===== config.mk =====
export PLATFORM = sky130hd
export DESIGN_NAME = serial_alu
export DESIGN_NICKNAME = d
export VERILOG_FILES = /design/src/rtl/alu_pkg.sv /design/src/rtl/alu_bit_slice.sv /design/src/rtl/serial_alu.sv
export SDC_FILE = /design/constraint.sdc
export NUM_CORES = 1
export LEC_CHECK = 0
export ABC_AREA = 1
export BUFFER_PORTS_ARGS = -buffer_cell sky130_fd_sc_hd__buf_2
export CAP_MARGIN = 30
export CORE_MARGIN = 10
export CORE_UTILIZATION = 55
export CTS_CLUSTER_SIZE = 8
export DETAILED_ROUTE_END_ITERATION = 16
export HOLD_SLACK_MARGIN = 0.12
export PLACE_DENSITY_LB_ADDON = 0.3
export SETUP_SLACK_MARGIN = 0.3
export SYNTH_ARGS = -nofsm -noshare
export SYNTH_HDL_FRONTEND = slang
export SYNTH_HIERARCHICAL = 1
export SYNTH_SLANG_ARGS = --single-unit

===== constraint.sdc =====
create_clock -name clk -period 13.7 [get_ports clk]
set_input_delay 1.37 -clock clk [delete_from_list [all_inputs] [get_ports clk]]
set_output_delay 1.37 -clock clk [all_outputs]
set_load 0.02 [all_outputs]

===== src/rtl/alu_pkg.sv =====
// Shared constants and types for the bit-serial ALU engine.
package alu_pkg;

  // Supported alu_ctrl codes: {A_invert, B_invert, op[1:0]}
  localparam logic [3:0] ALU_CTRL_AND  = 4'b0000;
  localparam logic [3:0] ALU_CTRL_OR   = 4'b0001;
  localparam logic [3:0] ALU_CTRL_ADD  = 4'b0010;
  localparam logic [3:0] ALU_CTRL_SUB  = 4'b0110;
  localparam logic [3:0] ALU_CTRL_SLT  = 4'b0111;
  localparam logic [3:0] ALU_CTRL_NOR  = 4'b1100;
  localparam logic [3:0] ALU_CTRL_NAND = 4'b1101;

  // Slice operation select
  localparam logic [1:0] OP_AND  = 2'b00;
  localparam logic [1:0] OP_OR   = 2'b01;
  localparam logic [1:0] OP_ADD  = 2'b10;
  localparam logic [1:0] OP_LESS = 2'b11;

  typedef enum logic [1:0] {
    StIdle,
    StRun,
    StDone
  } state_e;

  // ADD and LESS both ripple the carry through the slice
  function automatic logic is_add_class(input logic [1:0] op);
    return op[1];
  endfunction

endpackage


===== src/rtl/alu_bit_slice.sv =====
// Combinational 1-bit ALU slice: optional operand inversion, AND/OR/ADD/LESS select.
module alu_bit_slice
  import alu_pkg::*;
(
  input  logic       a,
  input  logic       b,
  input  logic       less,
  input  logic       a_invert,
  input  logic       b_invert,
  input  logic       cin,
  input  logic [1:0] op,
  output logic       result,
  output logic       cout
);

  logic a_eff;
  logic b_eff;
  logic sum;

  // Invert operands, form full-adder sum/carry, then pick the requested function
  always_comb begin
    a_eff = a ^ a_invert;
    b_eff = b ^ b_invert;
    sum   = a_eff ^ b_eff ^ cin;
    cout  = (a_eff & b_eff) | (a_eff & cin) | (b_eff & cin);
    unique case (op)
      OP_AND:  result = a_eff & b_eff;
      OP_OR:   result = a_eff | b_eff;
      OP_ADD:  result = sum;
      OP_LESS: result = less;
      default: result = 1'b0;
    endcase
  end

endmodule


===== src/rtl/serial_alu.sv =====
// Bit-serial ALU engine: sequences one 1-bit slice LSB first over WIDTH cycles.
module serial_alu
  import alu_pkg::*;
#(
  parameter int unsigned WIDTH = 32
) (
  input  logic             clk,
  input  logic             rst,
  input  logic             in_valid,
  output logic             in_ready,
  input  logic [WIDTH-1:0] src1,
  input  logic [WIDTH-1:0] src2,
  input  logic [3:0]       alu_ctrl,
  output logic             out_valid,
  input  logic             out_ready,
  output logic [WIDTH-1:0] result,
  output logic             zero,
  output logic             cout,
  output logic             overflow
);

  localparam int unsigned CntW = $clog2(WIDTH);
  localparam logic [CntW-1:0] CntLast = CntW'(WIDTH - 1);

  state_e state_q, state_d;
  logic [CntW-1:0]  cnt_q, cnt_d;
  // Set once the MSB has been processed; the following cycle finalises the response
  logic             fin_q, fin_d;
  logic [WIDTH-1:0] a_sr_q, a_sr_d;
  logic [WIDTH-1:0] b_sr_q, b_sr_d;
  logic [WIDTH-1:0] res_sr_q, res_sr_d;
  logic [3:0]       ctrl_q, ctrl_d;
  logic             carry_q, carry_d;
  logic             c_msb_q, c_msb_d;
  logic             set_q, set_d;
  logic [WIDTH-1:0] result_q, result_d;
  logic             zero_q, zero_d;
  logic             cout_q, cout_d;
  logic             overflow_q, overflow_d;

  logic             slice_res;
  logic             slice_cout;
  logic             sum_msb;
  logic [WIDTH-1:0] final_res;

  alu_bit_slice u_slice (
    .a        (a_sr_q[0]),
    .b        (b_sr_q[0]),
    .less     (1'b0),
    .a_invert (ctrl_q[3]),
    .b_invert (ctrl_q[2]),
    .cin      (carry_q),
    .op       (ctrl_q[1:0]),
    .result   (slice_res),
    .cout     (slice_cout)
  );

  // Raw adder sum at the current bit, needed for the SLT sign decision at the MSB
  assign sum_msb = a_sr_q[0] ^ ctrl_q[3] ^ b_sr_q[0] ^ ctrl_q[2] ^ carry_q;

  // LESS drives zeros through the slice; only bit 0 carries the comparison outcome
  assign final_res = (ctrl_q[1:0] == OP_LESS) ? {{(WIDTH-1){1'b0}}, set_q} : res_sr_q;

  // Next-state logic: accept, shift one bit per cycle, finalise, hold until consumed
  always_comb begin
    state_d    = state_q;
    cnt_d      = cnt_q;
    fin_d      = fin_q;
    a_sr_d     = a_sr_q;
    b_sr_d     = b_sr_q;
    res_sr_d   = res_sr_q;
    ctrl_d     = ctrl_q;
    carry_d    = carry_q;
    c_msb_d    = c_msb_q;
    set_d      = set_q;
    result_d   = result_q;
    zero_d     = zero_q;
    cout_d     = cout_q;
    overflow_d = overflow_q;

    unique case (state_q)
      StIdle: begin
        if (in_valid) begin
          a_sr_d  = src1;
          b_sr_d  = src2;
          ctrl_d  = alu_ctrl;
          // B_invert doubles as the +1 of two's-complement subtraction
          carry_d = alu_ctrl[2];
          cnt_d   = '0;
          fin_d   = 1'b0;
          state_d = StRun;
        end
      end
      StRun: begin
        if (!fin_q) begin
          a_sr_d   = {1'b0, a_sr_q[WIDTH-1:1]};
          b_sr_d   = {1'b0, b_sr_q[WIDTH-1:1]};
          res_sr_d = {slice_res, res_sr_q[WIDTH-1:1]};
          if (is_add_class(ctrl_q[1:0])) begin
            carry_d = slice_cout;
          end
          cnt_d = cnt_q + CntW'(1);
          if (cnt_q == CntLast) begin
            c_msb_d = carry_q;
            set_d   = sum_msb ^ carry_q ^ slice_cout;
            fin_d   = 1'b1;
          end
        end else begin
          result_d   = final_res;
          zero_d     = (final_res == '0);
          cout_d     = (ctrl_q[1:0] == OP_ADD) ? carry_q : 1'b0;
          overflow_d = (ctrl_q[1:0] == OP_ADD) ? (c_msb_q ^ carry_q) : 1'b0;
          fin_d      = 1'b0;
          state_d    = StDone;
        end
      end
      StDone: begin
        if (out_ready) begin
          state_d = StIdle;
        end
      end
      default: state_d = StIdle;
    endcase
  end

  // State and datapath registers; reset aborts any operation in flight
  always_ff @(posedge clk or posedge rst) begin
    if (rst) begin
      state_q    <= StIdle;
      cnt_q      <= '0;
      fin_q      <= 1'b0;
      a_sr_q     <= '0;
      b_sr_q     <= '0;
      res_sr_q   <= '0;
      ctrl_q     <= '0;
      carry_q    <= 1'b0;
      c_msb_q    <= 1'b0;
      set_q      <= 1'b0;
      result_q   <= '0;
      zero_q     <= 1'b0;
      cout_q     <= 1'b0;
      overflow_q <= 1'b0;
    end else begin
      state_q    <= state_d;
      cnt_q      <= cnt_d;
      fin_q      <= fin_d;
      a_sr_q     <= a_sr_d;
      b_sr_q     <= b_sr_d;
      res_sr_q   <= res_sr_d;
      ctrl_q     <= ctrl_d;
      carry_q    <= carry_d;
      c_msb_q    <= c_msb_d;
      set_q      <= set_d;
      result_q   <= result_d;
      zero_q     <= zero_d;
      cout_q     <= cout_d;
      overflow_q <= overflow_d;
    end
  end

  assign in_ready  = (state_q == StIdle);
  assign out_valid = (state_q == StDone);
  assign result    = result_q;
  assign zero      = zero_q;
  assign cout      = cout_q;
  assign overflow  = overflow_q;

endmodule


==> summary.md <==
The overall power of the completed layout was 1785 uW. The number of diodes added for antenna fixing was 0. After synthesis, the cell types taking the most area are sky130_fd_sc_hd__dfrtp_1, sky130_fd_sc_hd__nand2_1, sky130_fd_sc_hd__a31oi_1. Subtracting the final worst setup slack from the clock period gives 2.708 ns.

The first TritonRoute pass finished after 5 iterations. In this run the deepest clock path goes through 2 buffers. The worst hold path terminates at result[3]. The run gives 841 as the synthesized netlist net count. Summed over all cells, the static leakage comes to 0.003980 uW. The post-synthesis to final-layout area growth works out to 16.99%. The clock sink count is 146, and the number of buffer cells added on primary ports is 108. 109 I/O pins were placed. The share of final-layout standard cells stronger than drive strength 1 is 0.1686, and the initial antenna violation count is 0. Synthesis instantiated 33 different standard cells from the library. The portion of synthesized cell area occupied by the leading cell type works out to 0.5670.

The wire-length estimate of the detail-placed layout is 9.437 mm. For the final routed database, the setup TNS stands at 0 ns. The register area share after synthesis was 0.5670; the final-report max-slew violation count was 0. Kind of start point of the critical path: a register. The number of filler cells placed in the layout was 970.

The utilization after layout is 0.6574, and the number of instances resized during post-cts repair is 0. At the end of routability-driven placement, the weighted congestion stood at 0.7899. The number of warnings issued by yosys is 6, and the number of placed instances, taps included is 975. For the number of antenna-violating nets in the routed design, the log shows 0.

The worst register-to-register path has a setup slack of 10.99 ns. Static timing analysis puts the maximum clock frequency at 0.3693 GHz. Summing all multi-input logic gate instances after layout gives 0.002442 mm^2. The first global-routing pass estimated 24.41 mm of wire. After clock tree synthesis, the setup repair step added 0 buffers. The worst-case IR drop observed on VDD is 0.0001317 V. The number of cells on the worst hold path was 2. TritonCTS built the clock tree.

A synthesized cell averages 8.434 um^2. The tools report the total track usage as 0.1819. After clock tree synthesis, the flow added hold-fix buffers numbering 0.

The startpoint identified for the worst hold timing path is result[3]. The proportion of synthesized flip-flops having asynchronous set or reset was 1.000; the slew at the pin closest to its max-slew limit was 0.9406 ns. The depth of the worst register-to-register path was 7; the summed instance area of the synthesized netlist was 0.006444 mm^2. The type of destination of the critical path is a register. The overall die area was 0.01645 mm^2; the total CTS buffers was 17.

Across the routed clock network, the largest skew measured is 0.006282 ns. Total via count after detailed routing: 5304. After detailed routing, the average wire length per cell comes to 14.11 um. The slowest stage of the critical path belongs to the cell sky130_fd_sc_hd__nor2_4. The tools report the synthesized instance count as 764. The average vias per placed instance was 5.288; the required time of the critical path was 14.00 ns.

For the latest clock arrival within the worst-skew pair, the log shows 0.42 ns. The highest cell delay on the worst timing path is 0.80 ns, and the count of placed standard cells in the final layout, fillers left out is 1003. The iteration-0 DRC count of the detailed router is 458, and the area used by sequential logic in the layout is 0.003654 mm^2. The critical path goes through inv_1 -> nand2_2 -> buf_4 -> nor2_4 -> inv_2 -> o21ai_1 -> o21ai_0. Along the worst path, the maximum fanout reaches 62. Kind of path behind the tightest hold check: reg -> reg. For this run, the leading register cell type out of synthesis is sky130_fd_sc_hd__dfrtp_1. The die is 128.2 um tall. Synthesis inferred 146 register bits.

The starting utilization of the core area came out at 0.5619. Row generation in the floorplan step produced 39 rows. The library cells used most frequently in the layout, excluding fill and tap cells, are sky130_fd_sc_hd__nand2_1, sky130_fd_sc_hd__dfrtp_1, sky130_fd_sc_hd__buf_2.

Counting flops with a built-in enable in the synthesized netlist gives 0. The library cell used most frequently in the layout, excluding fill and tap cells, is sky130_fd_sc_hd__nand2_1. The number of hold violations in the final report came out at 0. Cell taking the most area after synthesis: sky130_fd_sc_hd__dfrtp_1. The reg-to-reg critical path startpoint is state_q[1].

The core region is 0.01147 mm^2. The total of max-cap violations was 0; the part of the cycle the worst path needs was 0.1976. The tools report the data arrival at the endpoint of the critical path as 3.01 ns.

In this run the critical register-to-register path is captured at carry_q. After detailed routing, the number of remaining DRC violations is 0. The critical path in this run is classified as reg -> reg.

After clock tree synthesis, the clock-pin slew on the worst setup and hold paths is 0.05 ns. The flow ran to the end, and the final reports show no timing, DRC or antenna violations. The tools report the via count of the first global-routing pass as 5274. After global routing the overflow that remains totals 0. The number of nets in the layout came out at 930.

The cell area power density came out at 236.8 mW/mm^2. Setup violations remaining at the end of the flow were counted as 0. The worst slew slack as a fraction of its limit was 0.3714.

The die width was 128.2 um; the maximum number of pins on one net before global-route repair was 127. Setup repair after global routing left no endpoint under its margin. The H-tree generated during clock tree synthesis spans 4 levels.

The root buffer cell is sky130_fd_sc_hd__clkbuf_16. The aggregate routed wire length is 14.16 mm.
[cells by family (layout without fill, tap and decap cells)]
group / count (synthesis) / count (layout) / share of synthesized area
flops: 146 / 146 / 0.5670
compound gates: 101 / 101 / 0.09418
buf+inv: 73 / 169 / 0.05398
mux: 1 / 1 / 0.001553
xor+xnor: 6 / 6 / 0.008157
fa+ha+maj: 5 / 5 / 0.01087
other cells: 1 / 1 / 0.0005820
simple gates: 431 / 431 / 0.2637
[cells in the mapped netlist (2+ instances only)]
cell type and count:
sky130_fd_sc_hd__inv_2 4, sky130_fd_sc_hd__buf_4 2, sky130_fd_sc_hd__a22o_1 3, sky130_fd_sc_hd__dfrtp_1 146
sky130_fd_sc_hd__buf_1 2, sky130_fd_sc_hd__ha_1 4, sky130_fd_sc_hd__nor3_1 2, sky130_fd_sc_hd__inv_1 23
sky130_fd_sc_hd__a21oi_1 2, sky130_fd_sc_hd__xnor2_1 3, sky130_fd_sc_hd__nand3b_1 2, sky130_fd_sc_hd__nor2_1 68
sky130_fd_sc_hd__nand2_1 321, sky130_fd_sc_hd__xor2_1 3, sky130_fd_sc_hd__nand3_1 34, sky130_fd_sc_hd__o21ai_0 24
sky130_fd_sc_hd__buf_6 5, sky130_fd_sc_hd__buf_2 21, sky130_fd_sc_hd__o21ai_1 7, sky130_fd_sc_hd__a31oi_1 58
sky130_fd_sc_hd__o211ai_1 3, sky130_fd_sc_hd__o31ai_1 2, sky130_fd_sc_hd__clkbuf_1 15
[metrics by stage]
stage          setup slack (ns)  cell area [um^2]  hold slack (ns)
6_report                  10.99              7538           0.4712
5_1_grt                   10.71              7538           0.4982
4_1_cts                   10.70              7483           0.4764
3_5_place_dp              10.58              6978           0.4615
3_3_place_gp              10.67              6958           0.4572
2_1_floorplan             8.407              6444           0.4491
[layout make-up]
class / instances / share of cell area
repair buffers: 115 / 0.08564
flip-flops and latches: 146 / 0.4846
clock buffers: 25 / 0.06307
well taps: 143 / 0.02373
multi-input cells: 545 / 0.3240
inverters: 28 / 0.01494
clock inverters: 1 / 0.003983
[worst max-delay path, delay by kind of cell (launching register included)]
family,cells,cell delay [ns]
buf+inv,3,0.92
simple gates,2,0.85
compound gates,2,0.38
flops,1,0.37
[worst max path at each step]
stage | start | end | slack (ns)
after global placement | in_valid | a_sr_q[29] | 10.67
final | state_q[1] | carry_q | 10.99
after CTS | state_q[1] | a_sr_q[30] | 10.70
after floorplan | rst | a_sr_q[0] | 8.41
after global routing | state_q[1] | carry_q | 10.71
after detailed placement | in_valid | a_sr_q[8] | 10.58
[where the power goes]
group          internal (uW)  leakage [uW]  switching, uW
Clock                    253      0.000245            155
Sequential               616       0.00184            120
Combinational            243       0.00190            398
[flip-flops by register name (all words and copies together) (netlist names)]
name / cells
set_q: 1
a_sr_q: 32
ctrl_q: 4
res_sr_q: 32
c_msb_q: 1
zero: 1
cout: 1
state_q: 2
fin_q: 1
cnt_q: 5
result: 32
b_sr_q: 32
carry_q: 1
overflow: 1
[metal layers]
| layer | global-route usage | up-vias | share of wire |
|---|---|---|---|
| met2 | 0.2926 | 136 | 0.49 |
| li1 | - | 2630 | - |
| met3 | 0.05790 | 24 | 0.056 |
| met4 | 0.07086 | 0 | 0.021 |
| met5 | 0 | - | 0 |
| met1 | 0.2227 | 2514 | 0.43 |
(Power assumes the default switching activity.)
